**config.mk**
```make
export PLATFORM = sky130hd
export DESIGN_NAME = minibyte_bus_arb_flat
export DESIGN_NICKNAME = d
export VERILOG_FILES = /design/src/rtl/minibyte_bus_arb_pkg.sv /design/src/rtl/minibyte_bus_arb_if.sv /design/src/rtl/minibyte_bus_arb_fsm.sv /design/src/rtl/minibyte_bus_arb.sv /design/src/flat_wrapper.sv
export SDC_FILE = /design/constraint.sdc
export NUM_CORES = 1
export LEC_CHECK = 0
export BUFFER_PORTS_ARGS = -buffer_cell sky130_fd_sc_hd__buf_4
export CAP_MARGIN = 20
export CORE_MARGIN = 5
export CORE_UTILIZATION = 44
export CTS_CLUSTER_DIAMETER = 200
export DETAILED_ROUTE_END_ITERATION = 8
export PLACE_DENSITY = 0.8
export SYNTH_ARGS = -nofsm -noshare
export SYNTH_HDL_FRONTEND = slang
export SYNTH_HIERARCHICAL = 1
export SYNTH_SLANG_ARGS = --single-unit
```
**constraint.sdc**
```tcl
create_clock -name clk_in -period 2.1 [get_ports clk_in]
set_clock_uncertainty 0.15 [all_clocks]
set_input_delay 0.21 -clock clk_in [delete_from_list [all_inputs] [get_ports clk_in]]
set_output_delay 0.21 -clock clk_in [all_outputs]
set_load 0.05 [all_outputs]
```
**src/rtl/minibyte_bus_arb_pkg.sv**
```systemverilog
// rtl/minibyte_bus_arb_pkg.sv - shared state encodings and counter width for the bus arbiter
package minibyte_bus_arb_pkg;

  localparam int ARB_STATE_W = 2;
  localparam int CNT_W       = 4;

  typedef enum logic [ARB_STATE_W-1:0] {
    ARB_CPU    = 2'd0,
    ARB_DRAIN  = 2'd1,
    ARB_HOST   = 2'd2,
    ARB_RETURN = 2'd3
  } arb_state_t;

  function automatic logic cnt_param_ok(input int v);
    return (v >= 1) && (v <= 15);
  endfunction

endpackage

```
**src/rtl/minibyte_bus_arb_if.sv**
```systemverilog
// rtl/minibyte_bus_arb_if.sv - CPU, host and external bus signals of the arbiter
interface minibyte_bus_arb_if;
  import minibyte_bus_arb_pkg::*;

  logic [7:0]             cpu_addr_in;
  logic [7:0]             cpu_data_in;
  logic                   cpu_we_in;
  logic                   cpu_drive_in;
  logic                   cpu_ena_out;
  logic                   host_req_in;
  logic [7:0]             host_addr_in;
  logic [7:0]             host_wdata_in;
  logic                   host_we_in;
  logic                   host_gnt_out;
  logic                   host_rvalid_out;
  logic [7:0]             host_rdata_out;
  logic [7:0]             mem_data_in;
  logic [7:0]             mem_addr_out;
  logic [7:0]             mem_data_out;
  logic                   mem_we_out;
  logic                   mem_drive_out;
  logic [ARB_STATE_W-1:0] arb_state_out;

  modport slave (
    input  cpu_addr_in, cpu_data_in, cpu_we_in, cpu_drive_in,
    input  host_req_in, host_addr_in, host_wdata_in, host_we_in,
    input  mem_data_in,
    output cpu_ena_out, host_gnt_out, host_rvalid_out, host_rdata_out,
    output mem_addr_out, mem_data_out, mem_we_out, mem_drive_out,
    output arb_state_out
  );

  modport master (
    output cpu_addr_in, cpu_data_in, cpu_we_in, cpu_drive_in,
    output host_req_in, host_addr_in, host_wdata_in, host_we_in,
    output mem_data_in,
    input  cpu_ena_out, host_gnt_out, host_rvalid_out, host_rdata_out,
    input  mem_addr_out, mem_data_out, mem_we_out, mem_drive_out,
    input  arb_state_out
  );

endinterface

```
**src/rtl/minibyte_bus_arb_fsm.sv**
```systemverilog
// rtl/minibyte_bus_arb_fsm.sv - ownership FSM with burst limit and CPU slot guarantee
module minibyte_bus_arb_fsm
  import minibyte_bus_arb_pkg::*;
#(
  parameter int HOST_MAX_BURST = 4,
  parameter int CPU_MIN_SLOTS  = 2
) (
  input  logic       clk,
  input  logic       rst,
  input  logic       host_req,
  output arb_state_t state,
  output logic       cpu_ena,
  output logic       host_gnt
);

  localparam logic [CNT_W-1:0] MAX_BURST = CNT_W'(HOST_MAX_BURST);
  localparam logic [CNT_W-1:0] MIN_SLOTS = CNT_W'(CPU_MIN_SLOTS);

  arb_state_t       state_q, state_d;
  logic [CNT_W-1:0] burst_cnt;
  logic [CNT_W-1:0] slot_cnt;

  always_ff @(posedge clk) begin
    if (rst) state_q <= ARB_CPU;
    else     state_q <= state_d;
  end

  always_comb begin
    state_d = state_q;
    case (state_q)
      ARB_CPU:    if (host_req && (slot_cnt == '0)) state_d = ARB_DRAIN;
      ARB_DRAIN:  state_d = ARB_HOST;
      ARB_HOST:   if (!host_req || (burst_cnt == MAX_BURST - 4'd1)) state_d = ARB_RETURN;
      ARB_RETURN: state_d = ARB_CPU;
      default:    state_d = ARB_CPU;
    endcase
  end

  // cpu_ena tracks the next state so the CPU is stalled exactly while it is not the owner
  always_ff @(posedge clk) begin
    if (rst) begin
      burst_cnt <= '0;
      slot_cnt  <= MIN_SLOTS;
      cpu_ena   <= 1'b1;
    end else begin
      case (state_q)
        ARB_CPU:    if (slot_cnt != '0) slot_cnt <= slot_cnt - 4'd1;
        ARB_DRAIN:  burst_cnt <= '0;
        ARB_HOST:   if (host_req) burst_cnt <= burst_cnt + 4'd1;
        ARB_RETURN: slot_cnt <= MIN_SLOTS;
        default:    ;
      endcase
      cpu_ena <= (state_d == ARB_CPU);
    end
  end

  always_comb begin
    host_gnt = 1'b0;
    if (!rst && (state_q == ARB_HOST) && host_req) host_gnt = 1'b1;
  end

  assign state = state_q;

endmodule

```
**src/rtl/minibyte_bus_arb.sv**
```systemverilog
// rtl/minibyte_bus_arb.sv - shares the external 8-bit bus between the CPU and a host requester
module minibyte_bus_arb
  import minibyte_bus_arb_pkg::*;
#(
  parameter int HOST_MAX_BURST = 4,
  parameter int CPU_MIN_SLOTS  = 2
) (
  input  logic                clk_in,
  input  logic                rst_in,
  minibyte_bus_arb_if.slave   bus
);

  if (!cnt_param_ok(HOST_MAX_BURST) || !cnt_param_ok(CPU_MIN_SLOTS)) begin : g_param_check
    $error("minibyte_bus_arb: HOST_MAX_BURST and CPU_MIN_SLOTS must be in 1..15");
  end

  arb_state_t state;
  logic       cpu_ena;
  logic       host_gnt;

  minibyte_bus_arb_fsm #(
    .HOST_MAX_BURST (HOST_MAX_BURST),
    .CPU_MIN_SLOTS  (CPU_MIN_SLOTS)
  ) u_fsm (
    .clk      (clk_in),
    .rst      (rst_in),
    .host_req (bus.host_req_in),
    .state    (state),
    .cpu_ena  (cpu_ena),
    .host_gnt (host_gnt)
  );

  assign bus.cpu_ena_out   = cpu_ena;
  assign bus.host_gnt_out  = host_gnt;
  assign bus.arb_state_out = state;

  // Turnaround states and idle HOST cycles park the bus at all-zero
  always_comb begin
    bus.mem_addr_out  = '0;
    bus.mem_data_out  = '0;
    bus.mem_we_out    = 1'b0;
    bus.mem_drive_out = 1'b0;
    if (state == ARB_CPU) begin
      bus.mem_addr_out  = bus.cpu_addr_in;
      bus.mem_data_out  = bus.cpu_data_in;
      bus.mem_we_out    = bus.cpu_we_in;
      bus.mem_drive_out = bus.cpu_drive_in;
    end else if ((state == ARB_HOST) && bus.host_req_in) begin
      bus.mem_addr_out  = bus.host_addr_in;
      bus.mem_data_out  = bus.host_wdata_in;
      bus.mem_we_out    = bus.host_we_in;
      bus.mem_drive_out = bus.host_we_in;
    end
    if (rst_in) bus.mem_we_out = 1'b0;
  end

  always_ff @(posedge clk_in) begin
    if (rst_in) begin
      bus.host_rvalid_out <= 1'b0;
      bus.host_rdata_out  <= '0;
    end else begin
      bus.host_rvalid_out <= host_gnt && !bus.host_we_in;
      if (host_gnt && !bus.host_we_in) bus.host_rdata_out <= bus.mem_data_in;
    end
  end

endmodule

```
**src/flat_wrapper.sv**
```systemverilog
// flat-port wrapper written by rule: the top's interface ports become plain ports
module minibyte_bus_arb_flat import minibyte_bus_arb_pkg::*;
#(
  parameter int HOST_MAX_BURST = 4,
  parameter int CPU_MIN_SLOTS  = 2
)
  (clk_in, rst_in, bus_cpu_addr_in, bus_cpu_data_in, bus_cpu_we_in, bus_cpu_drive_in, bus_host_req_in, bus_host_addr_in, bus_host_wdata_in, bus_host_we_in, bus_mem_data_in, bus_cpu_ena_out, bus_host_gnt_out, bus_host_rvalid_out, bus_host_rdata_out, bus_mem_addr_out, bus_mem_data_out, bus_mem_we_out, bus_mem_drive_out, bus_arb_state_out);
  minibyte_bus_arb_if bus_i ();
  input  logic clk_in;
  input  logic rst_in;
  input wire logic [$bits(bus_i.cpu_addr_in)-1:0] bus_cpu_addr_in;
  input wire logic [$bits(bus_i.cpu_data_in)-1:0] bus_cpu_data_in;
  input wire logic [$bits(bus_i.cpu_we_in)-1:0] bus_cpu_we_in;
  input wire logic [$bits(bus_i.cpu_drive_in)-1:0] bus_cpu_drive_in;
  input wire logic [$bits(bus_i.host_req_in)-1:0] bus_host_req_in;
  input wire logic [$bits(bus_i.host_addr_in)-1:0] bus_host_addr_in;
  input wire logic [$bits(bus_i.host_wdata_in)-1:0] bus_host_wdata_in;
  input wire logic [$bits(bus_i.host_we_in)-1:0] bus_host_we_in;
  input wire logic [$bits(bus_i.mem_data_in)-1:0] bus_mem_data_in;
  output wire logic [$bits(bus_i.cpu_ena_out)-1:0] bus_cpu_ena_out;
  output wire logic [$bits(bus_i.host_gnt_out)-1:0] bus_host_gnt_out;
  output wire logic [$bits(bus_i.host_rvalid_out)-1:0] bus_host_rvalid_out;
  output wire logic [$bits(bus_i.host_rdata_out)-1:0] bus_host_rdata_out;
  output wire logic [$bits(bus_i.mem_addr_out)-1:0] bus_mem_addr_out;
  output wire logic [$bits(bus_i.mem_data_out)-1:0] bus_mem_data_out;
  output wire logic [$bits(bus_i.mem_we_out)-1:0] bus_mem_we_out;
  output wire logic [$bits(bus_i.mem_drive_out)-1:0] bus_mem_drive_out;
  output wire logic [$bits(bus_i.arb_state_out)-1:0] bus_arb_state_out;
  assign bus_i.cpu_addr_in = bus_cpu_addr_in;
  assign bus_i.cpu_data_in = bus_cpu_data_in;
  assign bus_i.cpu_we_in = bus_cpu_we_in;
  assign bus_i.cpu_drive_in = bus_cpu_drive_in;
  assign bus_i.host_req_in = bus_host_req_in;
  assign bus_i.host_addr_in = bus_host_addr_in;
  assign bus_i.host_wdata_in = bus_host_wdata_in;
  assign bus_i.host_we_in = bus_host_we_in;
  assign bus_i.mem_data_in = bus_mem_data_in;
  assign bus_cpu_ena_out = bus_i.cpu_ena_out;
  assign bus_host_gnt_out = bus_i.host_gnt_out;
  assign bus_host_rvalid_out = bus_i.host_rvalid_out;
  assign bus_host_rdata_out = bus_i.host_rdata_out;
  assign bus_mem_addr_out = bus_i.mem_addr_out;
  assign bus_mem_data_out = bus_i.mem_data_out;
  assign bus_mem_we_out = bus_i.mem_we_out;
  assign bus_mem_drive_out = bus_i.mem_drive_out;
  assign bus_arb_state_out = bus_i.arb_state_out;
  minibyte_bus_arb #(.HOST_MAX_BURST(HOST_MAX_BURST), .CPU_MIN_SLOTS(CPU_MIN_SLOTS)) u_core (.clk_in(clk_in), .rst_in(rst_in), .bus(bus_i));
endmodule
```
==> summary.md, run 1 <==
| Metric | Value |
|---|---|
| Status | `complete, no violations` |
| Yosys Warn Count | `6` |
| Leakage power | `0.911 nW` |
| Final Non-Filler Cells | `281` |
| Final Hold Viols | `0` |
| Synthesized area | `1340 µm²` |
| Type of element capturing the critical path | `primary output` |
| Post-Syn Nets | `~220` |
| Synth top area cells | `dfxtp_1, a21oi_1, a21oi_2` |
| Die W | `65.2 µm` |
| Post-route ant nets | `0` |
| Final setup fails | `0` |
| Slew @ Worst Pin | `0.327 ns` |
| PostCTS Resize Cnt | `0` |
| Largest fanout on the critical path | `16` |
| Max_slew headroom | `77.9%` |
| Most common cell in the synthesized netlist | `a21oi_1` |
| RSZ-0062 raised after global routing | `no` |
| Synth async-reset ratio | `0%` |
| Total gr overflow | `0` |
| Vias | `around 1400` |
| DP Wirelength | `2740 µm` |
| FF-to-FF End | `u_core/u_fsm/cpu_ena` |
| Placed Cells | `270` |
| Reg2Reg Setup Slack | `0.29 ns` |
| DR pass1 iterations | `4` |
| Setup TNS Final | `0 ns` |
| Core area | `2980 µm²` |
| EDFF count, synth | `0` |
| Max Cap Violations | `0` |
| Most used DFF post-synth | `dfxtp_1` |
| Placer Congestion | `0.736` |
| Via/cell ratio | `4.97` |
| Max-slew violations | `0` |
| Min-delay src | `bus_mem_data_in[4]` |
| CTS Buf Count | `3` |
| Htree depth | `1` |
| Seq. cell area | `between 400 and 500 µm²` |
| Die area | `~4200 µm²` |
| Antenna cells | `0` |
| I/O pins | `77` |
| R2R depth | `5` |
| Routed wire length | `3680 µm` |
| Max Clock Freq | `520 MHz` |
| Worst min path class | `in2reg` |
| Sequential element share of the synthesized area | `29.9%` |
| Vias in the first global route | `1437` |
| CTS clock-pin slew for the worst setup and hold paths | `approximately 0.11 ns` |
| GRT Max-Usage Layer | `met2` |
| Clock Latency Late Sink | `approximately 0.3 ns` |
| Period utilisation layout | `91.6%` |
| Iter 0 DRT Violations | `39` |
| CTS root buf | `clkbuf_4` |
| CTS Sinks | `20` |
| Crit path kind | `reg2out` |
| Row cnt | `20` |
| Synth Register Bits | `20` |
| Final #Nets | `301` |
| Largest net degree at the start of global routing | `24` |
| Layout area overhead | `49.9%` |
| Met1 Use GR | `19.0%` |
| Starting Density | `45.0%` |
| Footprint of the multi-input gates | `around 840 µm²` |
| Clock tree buffer depth | `2` |
| IO buf count | `76` |
| Pwr Density | `1250 nW/µm²` |
| Fin Hold WS | `0.0104 ns` |
| Data required, critical path | `1.74 ns` |
| Startpoint types | `flop` |
| GRT Resource Usage Total | `17.5%` |
| First-pass GRT wire length | `between 6000 and 7000 µm` |
| Hold EP | `u_core/bus.host_rdata_out[4]` |
| Peak supply drop | `just under 500 µV` |
| WP data arrival | `1.56 ns` |
| Grt met2 use | `about 32%` |
| Post-synth top area share | `29.9%` |
| Period minus WS final | `1.92 ns` |
| DRC Markers | `0` |
| Share of cells above drive strength 1 | `45.2%` |
| Mean Syn Cell Area | `7.93 µm²` |
| Unique masters post-synth | `36` |
| CTS tree | `yes` |
| Biggest area consumer among synthesized cells | `dfxtp_1` |
| Gate Count Post-Synth | `169` |
| Hold Path Depth | `3` |
| Antenna violations before repair | `0` |
| Wirelength per Cell | `13.1 µm` |
| Filler instances | `279` |
| GR Layer Usage met3 | `4.44%` |
| List of most frequent post-synthesis cells | `a21oi_1, dfxtp_1, nand2_1` |
| Worst r2r src | `u_core/u_fsm/state[1]` |
| Die height | `65.2 µm` |
## metrics by stage
stage	util (%)	instance area, µm²	worst slack (ns)	power [W]
3_5_place_dp	64.3	1910	0.232	0.00231
5_1_grt	67.4	2010	0.0336	0.00267
3_3_place_gp	64.3	1910	0.256	0.00229
2_1_floorplan	-	1350	0.00796	0.00188
4_1_cts	67.2	2000	0.0981	0.00251
6_report	67.4	2010	0.177	0.00251
## how the worst max path moves through the flow
stage	slack (ns)	end	cells past startpoint	startpoint
finish	0.18	bus_mem_addr_out[7]	5	u_core/u_fsm/state[1]
floorplan	0.008	u_core/bus.host_rdata_out[0]	9	u_core/u_fsm/state[0]
global placement	0.26	u_core/u_fsm/slot_cnt[0]	5	u_core/u_fsm/state[1]
global route	0.03	bus_mem_addr_out[7]	5	u_core/u_fsm/state[1]
detailed placement	0.23	u_core/u_fsm/slot_cnt[0]	5	u_core/u_fsm/state[1]
CTS	0.1	bus_mem_addr_out[5]	5	u_core/u_fsm/state[1]
## layout by cell type (no fill, tap or decap), drive strengths merged, types with 6 or more instances in the layout
cell type	Yosys	routed
buf	7	81
a21oi	32	32
nor2	23	23
nand2	20	20
dfxtp	20	20
nor2b	10	10
and2b	7	7
dlygate4sd3	0	6
inv	6	6
ha	6	6
## registers in the layout, indices dropped and copies added, names as in the netlist
signal and cells:
u_core/bus.host_rvalid_out 1, u_core/u_fsm/burst_cnt 4, u_core/u_fsm/slot_cnt 4, u_core/u_fsm/state 2
u_core/u_fsm/cpu_ena 1, u_core/bus.host_rdata_out 8
## power breakdown
part           internal, W  switching [W]
clock            0.0000739       0.000118
sequential        0.000444      0.0000583
combinational     0.000639        0.00118
total              0.00116        0.00136
## timing repair
item,CTS,global route
setup buffers,0,1
setup endpoints to repair,0,4
hold buffers,6,0
endpoints found under the hold margin,6,0
## cell families after synthesis
| logic type | count (synthesis) | share of synthesized area (%) |
|---|---|---|
| and+or+nand+nor | 78 | 33.5 |
| AOI/OAI and AO/OA | 45 | 21.8 |
| DFF | 20 | 29.9 |
| buffers and inverters | 18 | 7.66 |
| adders and majority gates | 6 | 5.60 |
| muxes | 2 | 1.49 |
## metal layers
layer	part of all wire [%]	vias to the layer above
li1	-	727
met1	41	618
met2	48	50
met3	9.8	2
met4	0.73	0
met5	0	-
## critical path, stage by stage, from the launching register on
cell and delay (ns):
dfxtp_4 0.43, and2_1 0.16, buf_4 0.25, a21oi_1 0.11
nor2_1 0.10, buf_4 0.21
## cell type report
cell class              count  share of cell area [%]
clock buffers               4                    1.31
well taps                  33                    2.06
repair buffers             87                    33.3
inverters                   6                    1.12
multi-input cells         131                    42.1
flip-flops and latches     20                    20.2
(Power assumes the default switching activity.)
==> run 2, diff against run 1 <==
- BUFFER_PORTS_ARGS: -buffer_cell sky130_fd_sc_hd__buf_4 -> -buffer_cell sky130_fd_sc_hd__buf_2
==> run 2 against run 1 <==
  * Setup slack lost 0.025 ns
  * Maximum frequency down 1.3%
  * Largest power group unchanged
  * Critical path type unchanged
  * Power about the same
  * Highest routed layer unchanged
  * Critical endpoint is now bus_mem_we_out
==> summary.md, run 2 (synthesis results as in run 1) <==
| Metric | Value |
|---|---|
| Via/cell ratio | `4.96 (-0.14%)` |
| Vias | `1410 (+0.93%)` |
| Routed wire length | `3590 µm (-2.4%)` |
| CTS Sinks | `20 (unchanged)` |
| Vias in the first global route | `1392 (-3.1%)` |
| Share of cells above drive strength 1 | `45.4% (+0.26 points)` |
| Max-slew violations | `0 (unchanged)` |
| Max Clock Freq | `513 MHz (-1.3%)` |
| I/O pins | `77 (unchanged)` |
| Die W | `65.2 µm (unchanged)` |
| Slew @ Worst Pin | `0.433 ns (+0.106 ns)` |
| Post-route ant nets | `0 (unchanged)` |
| CTS root buf | `clkbuf_4` |
| Peak supply drop | `512 µV (+3.5%)` |
| Total gr overflow | `0 (unchanged)` |
| Wirelength per Cell | `12.6 µm (-3.4%)` |
| Row cnt | `20 (unchanged)` |
| Commonest non-fill, non-tap cell in the layout | `buf_2` |
| Setup TNS Final | `0 ns (unchanged)` |
| IO buf count | `76 (unchanged)` |
| Htree depth | `1 (unchanged)` |
| Largest register FFs | `8 (unchanged)` |
| Final setup fails | `0 (unchanged)` |
| Die height | `65.2 µm (unchanged)` |
| Pwr Density | `1340 nW/µm² (+7.1%)` |
| First-pass GRT wire length | `5840 µm (-3.1%)` |
| Reg with most FFs | `u_core/bus.host_rdata_out` |
| Leakage power | `0.885 nW (-2.8%)` |
| Reg2Reg Setup Slack | `0.21 ns (-0.08 ns)` |
| Period utilisation layout | `92.8% (+1.2 points)` |
| Final #Nets | `304 (+1.0%)` |
| CTS clock-pin slew for the worst setup and hold paths | `0.12 ns (about the same)` |
| WP data arrival | `1.59 ns (+0.03 ns)` |
| Antenna cells | `0 (unchanged)` |
| Top Registers | `u_core/bus.host_rdata_out x8, u_core/u_fsm/burst_cnt x4, u_core/u_fsm/slot_cnt x4` |
| Antenna violations before repair | `0 (unchanged)` |
| Startpoint types | `flop` |
| CTS tree | `yes` |
| GRT Resource Usage Total | `17.2% (-0.27 points)` |
| Status | `complete, no violations` |
| Period minus WS final | `1.95 ns (+0.0249 ns)` |
| Largest fanout on the critical path | `13 (-3)` |
| Clock tree buffer depth | `2 (unchanged)` |
| CTS Buf Count | `3 (unchanged)` |
| Data required, critical path | `1.74 ns (about the same)` |
| Type of element capturing the critical path | `primary output` |
| Largest net degree at the start of global routing | `24 (unchanged)` |
| Tot Pwr | `0.00251 W (about the same)` |
| RSZ-0062 raised after global routing | `no` |
| Most frequent cells in the layout | `buf_2, a21oi_1, nand2_1` |
| DR pass1 iterations | `4 (unchanged)` |
| Placer Congestion | `0.772 (+4.9%)` |
| Crit path kind | `reg2out` |
| Placed Cells | `271 (+0.37%)` |
| Iter 0 DRT Violations | `33 (-15%)` |
| DP Wirelength | `2730 µm (-0.54%)` |
| Clock Latency Late Sink | `0.31 ns (about the same)` |
| Max_slew headroom | `71.2% (-6.7 points)` |
| DRC Markers | `0 (unchanged)` |
| Final Hold Viols | `0 (unchanged)` |
| Layout area overhead | `40.1%` |
| Worst min path class | `in2reg` |
| Final Non-Filler Cells | `284 (+1.1%)` |
| Die area | `4250 µm² (unchanged)` |
| Starting Density | `45.0% (unchanged)` |
| Max Cap Violations | `0 (unchanged)` |
| Core area | `2980 µm² (unchanged)` |
==> run 2: critical path, cell delays in order (launching register included) <==
cell and delay [ns]:
dfxtp_4 0.43, and2_1 0.16, buf_4 0.15, nand2_1 0.09
a211oi_2 0.18, clkbuf_4 0.27
==> run 2: through the flow <==
| stage | utilization, % | area, µm² | setup slack, ns | hold WS [ns] |
|---|---|---|---|---|
| floorplan | - | 1350 | 0.00796 | 0.196 |
| global placement | 58.2 | 1730 | 0.262 | 0.289 |
| detailed placement | 58.2 | 1730 | 0.166 | 0.298 |
| CTS | 62.6 | 1860 | 0.0260 | 0.144 |
| global route | 63.0 | 1880 | 0.0186 | 0.152 |
| finish | 63.0 | 1880 | 0.152 | 0.160 |
==> run 2: cell type report <==
class | instances | area, µm²
flip-flops and latches | 20 | 405
clock inverters | 1 | 30.0
well taps | 33 | 41.3
repair buffers | 90 | 510
multi-input cells | 131 | 845
fillers | 284 | 1100
inverters | 6 | 22.5
clock buffers | 3 | 22.5
==> run 2: final timing paths <==
check                                     from                           end  cells past startpoint
setup / recovery         u_core/u_fsm/state[1]                bus_mem_we_out                      5
hold / removal                          rst_in    u_core/bus.host_rvalid_out                      2
setup reg to reg         u_core/u_fsm/state[1]          u_core/u_fsm/cpu_ena                      5
hold reg to reg   u_core/bus.host_rdata_out[5]  u_core/bus.host_rdata_out[5]                      2
==> run 2: routing by layer <==
layer	up-vias	GRT usage, %	wire length, µm
li1	731	-	-
met5	-	0	0
met2	51	32.4	1780
met1	623	17.0	1380
met3	5	4.44	364
met4	0	9.07	71
==> run 2: timing repair <==
| action | 4_1_cts | 5_1_grt |
|---|---|---|
| setup buffers | 0 | 1 |
| setup endpoints to repair | 0 | 5 |
| endpoints found under the hold margin | 8 | 0 |
| resized for setup | 0 | 2 |
| hold buffers | 8 | 0 |
==> run 2: report_power, final <==
group / switching [W] / leakage (nW) / internal (W)
combinational: 0.00117 / 0.694 / 0.000522
clock: 0.000123 / 0.0279 / 0.000193
sequential: 0.0000599 / 0.163 / 0.000444
==> run 3, diff against run 2 <==
- ABC_AREA: unset -> 1
- CORE_UTILIZATION: 44 -> 43
- PLACE_DENSITY: 0.8 -> 0.77
==> run 3 against run 2 <==
  * Core utilization down 1.4 points
  * Power is 21% lower
  * Setup slack improved by 0.029 ns
  * Critical endpoint unchanged
  * Largest cell class unchanged
==> summary.md, run 3 <==
| Metric | Value |
|---|---|
| Switch share | `55.1% (+1.2 points)` |
| IO buf count | `76 (unchanged)` |
| Biggest area consumer among synthesized cells | `dfxtp_1` |
| Slew @ Worst Pin | `0.385 ns (-0.0477 ns)` |
| Clock Latency Late Sink | `0.31 ns (about the same)` |
| Gate Count Post-Synth | `185 (+9.5%)` |
| Post-synth top area share | `31.8% (+2.0 points)` |
| Htree depth | `1 (unchanged)` |
| Clock power frac | `11.4% (-1.2 points)` |
| DR pass1 iterations | `4 (unchanged)` |
| FF-to-FF End | `u_core/bus.host_rdata_out[0]` |
| Share of cells above drive strength 1 | `38.6% (-6.8 points)` |
| CTS Sinks | `20 (unchanged)` |
| Startpoint types | `flop` |
| Area after DPL | `1660 µm² (-4.2%)` |
| Largest net degree at the start of global routing | `19 (-21%)` |
| Setup crit end | `bus_mem_we_out` |
| # Post-CTS Setup Buffers | `0 (unchanged)` |
| Worst r2r src | `u_core/u_fsm/state[0]` |
| Max-slew violations | `0 (unchanged)` |
| Max Cap Violations | `0 (unchanged)` |
| Synth async-reset ratio | `0% (unchanged)` |
| Type of element capturing the critical path | `primary output` |
| List of most frequent post-synthesis cells | `nand2_1, inv_1, nor2_1` |
| Die W | `64.1 µm (-1.7%)` |
| Sequential element share of the synthesized area | `31.8% (+2.0 points)` |
| Fin area | `1720 µm² (-8.6%)` |
| Gate power share | `63.0% (-4.4 points)` |
| Top Registers | `u_core/bus.host_rdata_out x8, u_core/u_fsm/burst_cnt x4, u_core/u_fsm/slot_cnt x4` |
| Final Hold Viols | `0 (unchanged)` |
| Int Pwr | `0.000887 W (-23%)` |
| Final setup fails | `0 (unchanged)` |
| Synth Register Bits | `20 (unchanged)` |
| Commonest non-fill, non-tap cell in the layout | `buf_2` |
| Mean Syn Cell Area | `6.80 µm² (-14%)` |
| CTS Buf Count | `3 (unchanged)` |
| CTS clock-pin slew for the worst setup and hold paths | `0.11 ns (about the same)` |
| Via/cell ratio | `4.66 (-6.2%)` |
| Flop pwr share | `25.6% (+5.6 points)` |
| EDFF count, synth | `0 (unchanged)` |
| I/O pins | `77 (unchanged)` |
| Core area | `2780 µm² (-6.6%)` |
| Peak supply drop | `917 µV (+79%)` |
| Status | `complete, no violations` |
| Data required, critical path | `1.74 ns (about the same)` |
| Reg with most FFs | `u_core/bus.host_rdata_out` |
| Post-route ant nets | `0 (unchanged)` |
| Leakage power | `1.01 nW (+14%)` |
| DRC Markers | `0 (unchanged)` |
| First-pass GRT wire length | `5200 µm (-11%)` |
| Total gr overflow | `0 (unchanged)` |
| Antenna cells | `0 (unchanged)` |
| Most frequent cells in the layout | `buf_2, nand2_1, inv_1` |
| Synthesized area | `1260 µm² (-6.2%)` |
| Antenna violations before repair | `0 (unchanged)` |
| Period minus WS final | `1.92 ns (-0.0287 ns)` |
| Clock tree buffer depth | `2 (unchanged)` |
| Pwr Density | `1150 nW/µm² (-14%)` |
| Die height | `64.1 µm (-1.7%)` |
| Largest fanout on the critical path | `18 (+5)` |
| Period utilisation layout | `91.4% (-1.4 points)` |
| DP Wirelength | `2550 µm (-6.7%)` |
| Crit path from | `u_core/u_fsm/state[1]` |
| Die area | `4110 µm² (-3.4%)` |
| Filler instances | `270 (-4.9%)` |
| Vias in the first global route | `1226 (-12%)` |
| Max_slew headroom | `74.3% (+3.1 points)` |
| Iter 0 DRT Violations | `25 (-24%)` |
| R2R depth | `8 (+3)` |
| Placer Congestion | `0.817 (+5.9%)` |
| CTS root buf | `clkbuf_4` |
| Routed wire length | `3160 µm (-12%)` |
| Largest register FFs | `8 (unchanged)` |
| Reg2Reg Setup Slack | `0.31 ns (+0.10 ns)` |
| Post-Syn Nets | `237 (+7.2%)` |
| GRT Resource Usage Total | `15.2% (-2.0 points)` |
| CTS tree | `yes` |
| WP data arrival | `1.56 ns (-0.03 ns)` |
| Max Clock Freq | `521 MHz (+1.5%)` |
| Yosys Warn Count | `6 (unchanged)` |
| Wirelength per Cell | `10.7 µm (-15%)` |
| Final #Nets | `317 (+4.3%)` |
| Worst min path class | `in2reg` |
| Starting Density | `45.2% (+0.21 points)` |
| Vias | `1374 (-2.6%)` |
| Unique masters post-synth | `21 (-42%)` |
| Most used DFF post-synth | `dfxtp_1` |
| Crit path kind | `reg2out` |
| Row cnt | `19 (-5.0%)` |
| Most common cell in the synthesized netlist | `nand2_1` |
| Layout area overhead | `36.4%` |
| Synth top area cells | `dfxtp_1, nand2_1, inv_1` |
| RSZ-0062 raised after global routing | `no` |
| Final Util | `61.7% (-1.4 points)` |
| NetSw | `0.00109 W (-20%)` |
-- run 3: cell count changes after synthesis, sizes merged, moves of 10 or more --
cell   previous run  this run
a21oi            32         7
inv               6        36
nand2            20        41
nand3             0        11
nor2b            10         0
o21ai             5        25
-- run 3: cell families (layout without fill, tap and decap cells) --
family | Yosys count | in the layout | share of synthesized area, %
buffers and inverters | 39 | 118 | 12.9
xor gates and xnor gates | 1 | 1 | 0.697
adders and majority gates | 6 | 6 | 5.97
and+or+nand+nor | 87 | 87 | 31.6
DFF | 20 | 20 | 31.8
AOI/OAI and AO/OA | 32 | 32 | 16.9
-- run 3: layout make-up --
| type | instances | area, µm² | area share (%) |
|---|---|---|---|
| clock buffers | 4 | 36.3 | 2.12 |
| inverters | 36 | 135 | 7.88 |
| well taps | 31 | 38.8 | 2.26 |
| flip-flops and latches | 20 | 403 | 23.5 |
| repair buffers | 78 | 400 | 23.3 |
| multi-input cells | 126 | 702 | 40.9 |
-- run 3: stage by stage --
step	TNS, ns	setup slack (ns)	hold WS (ns)	std cells	total power [W]
2_1_floorplan	-0.483	-0.0805	0.132	185	0.00153
3_3_place_gp	0	0.403	0.294	289	0.00175
3_5_place_dp	0	0.346	0.304	289	0.00176
4_1_cts	0	0.147	0.00490	295	0.00199
5_1_grt	0	0.0380	0.00952	295	0.00212
6_report	0	0.181	0.00572	295	0.00197
-- run 3: worst min path at each step --
stage                              from                            to  cells after the start
5_1_grt              bus_mem_data_in[5]  u_core/bus.host_rdata_out[5]                      3
3_5_place_dp   u_core/u_fsm/slot_cnt[1]      u_core/u_fsm/slot_cnt[1]                      2
6_report             bus_mem_data_in[3]  u_core/bus.host_rdata_out[3]                      3
4_1_cts              bus_mem_data_in[3]  u_core/bus.host_rdata_out[3]                      3
2_1_floorplan                    rst_in    u_core/bus.host_rvalid_out                      1
3_3_place_gp   u_core/u_fsm/slot_cnt[1]      u_core/u_fsm/slot_cnt[1]                      2
-- run 3: power groups by stage --
stage / registers, W / logic (W) / clock network, W
3_3_place_gp: 0.000515 / 0.00124 / 0
6_report: 0.000506 / 0.00124 / 0.000224
4_1_cts: 0.000507 / 0.00125 / 0.000232
5_1_grt: 0.000516 / 0.00136 / 0.000247
2_1_floorplan: 0.000593 / 0.000933 / 0
3_5_place_dp: 0.000516 / 0.00125 / 0
-- run 3: routing by layer --
layer | global-route usage [%] | vias up | part of all wire (%)
met5 | 0 | - | 0
met4 | 4.68 | 0 | 1.3
met3 | 5.43 | 5 | 13
met2 | 25.5 | 58 | 45
met1 | 18.0 | 573 | 41
li1 | - | 738 | -
-- run 3: repair_timing --
item                                   in CTS  in global routing
endpoints found under the hold margin       2                  0
resized for setup                           0                  0
hold buffers                                2                  0
-- run 3: worst max-delay path: stages, from the launching register on --
cell and delay [ns]:
dfxtp_2 0.39, nor2_4 0.35, nand2_1 0.09, a21oi_1 0.14, buf_2 0.27
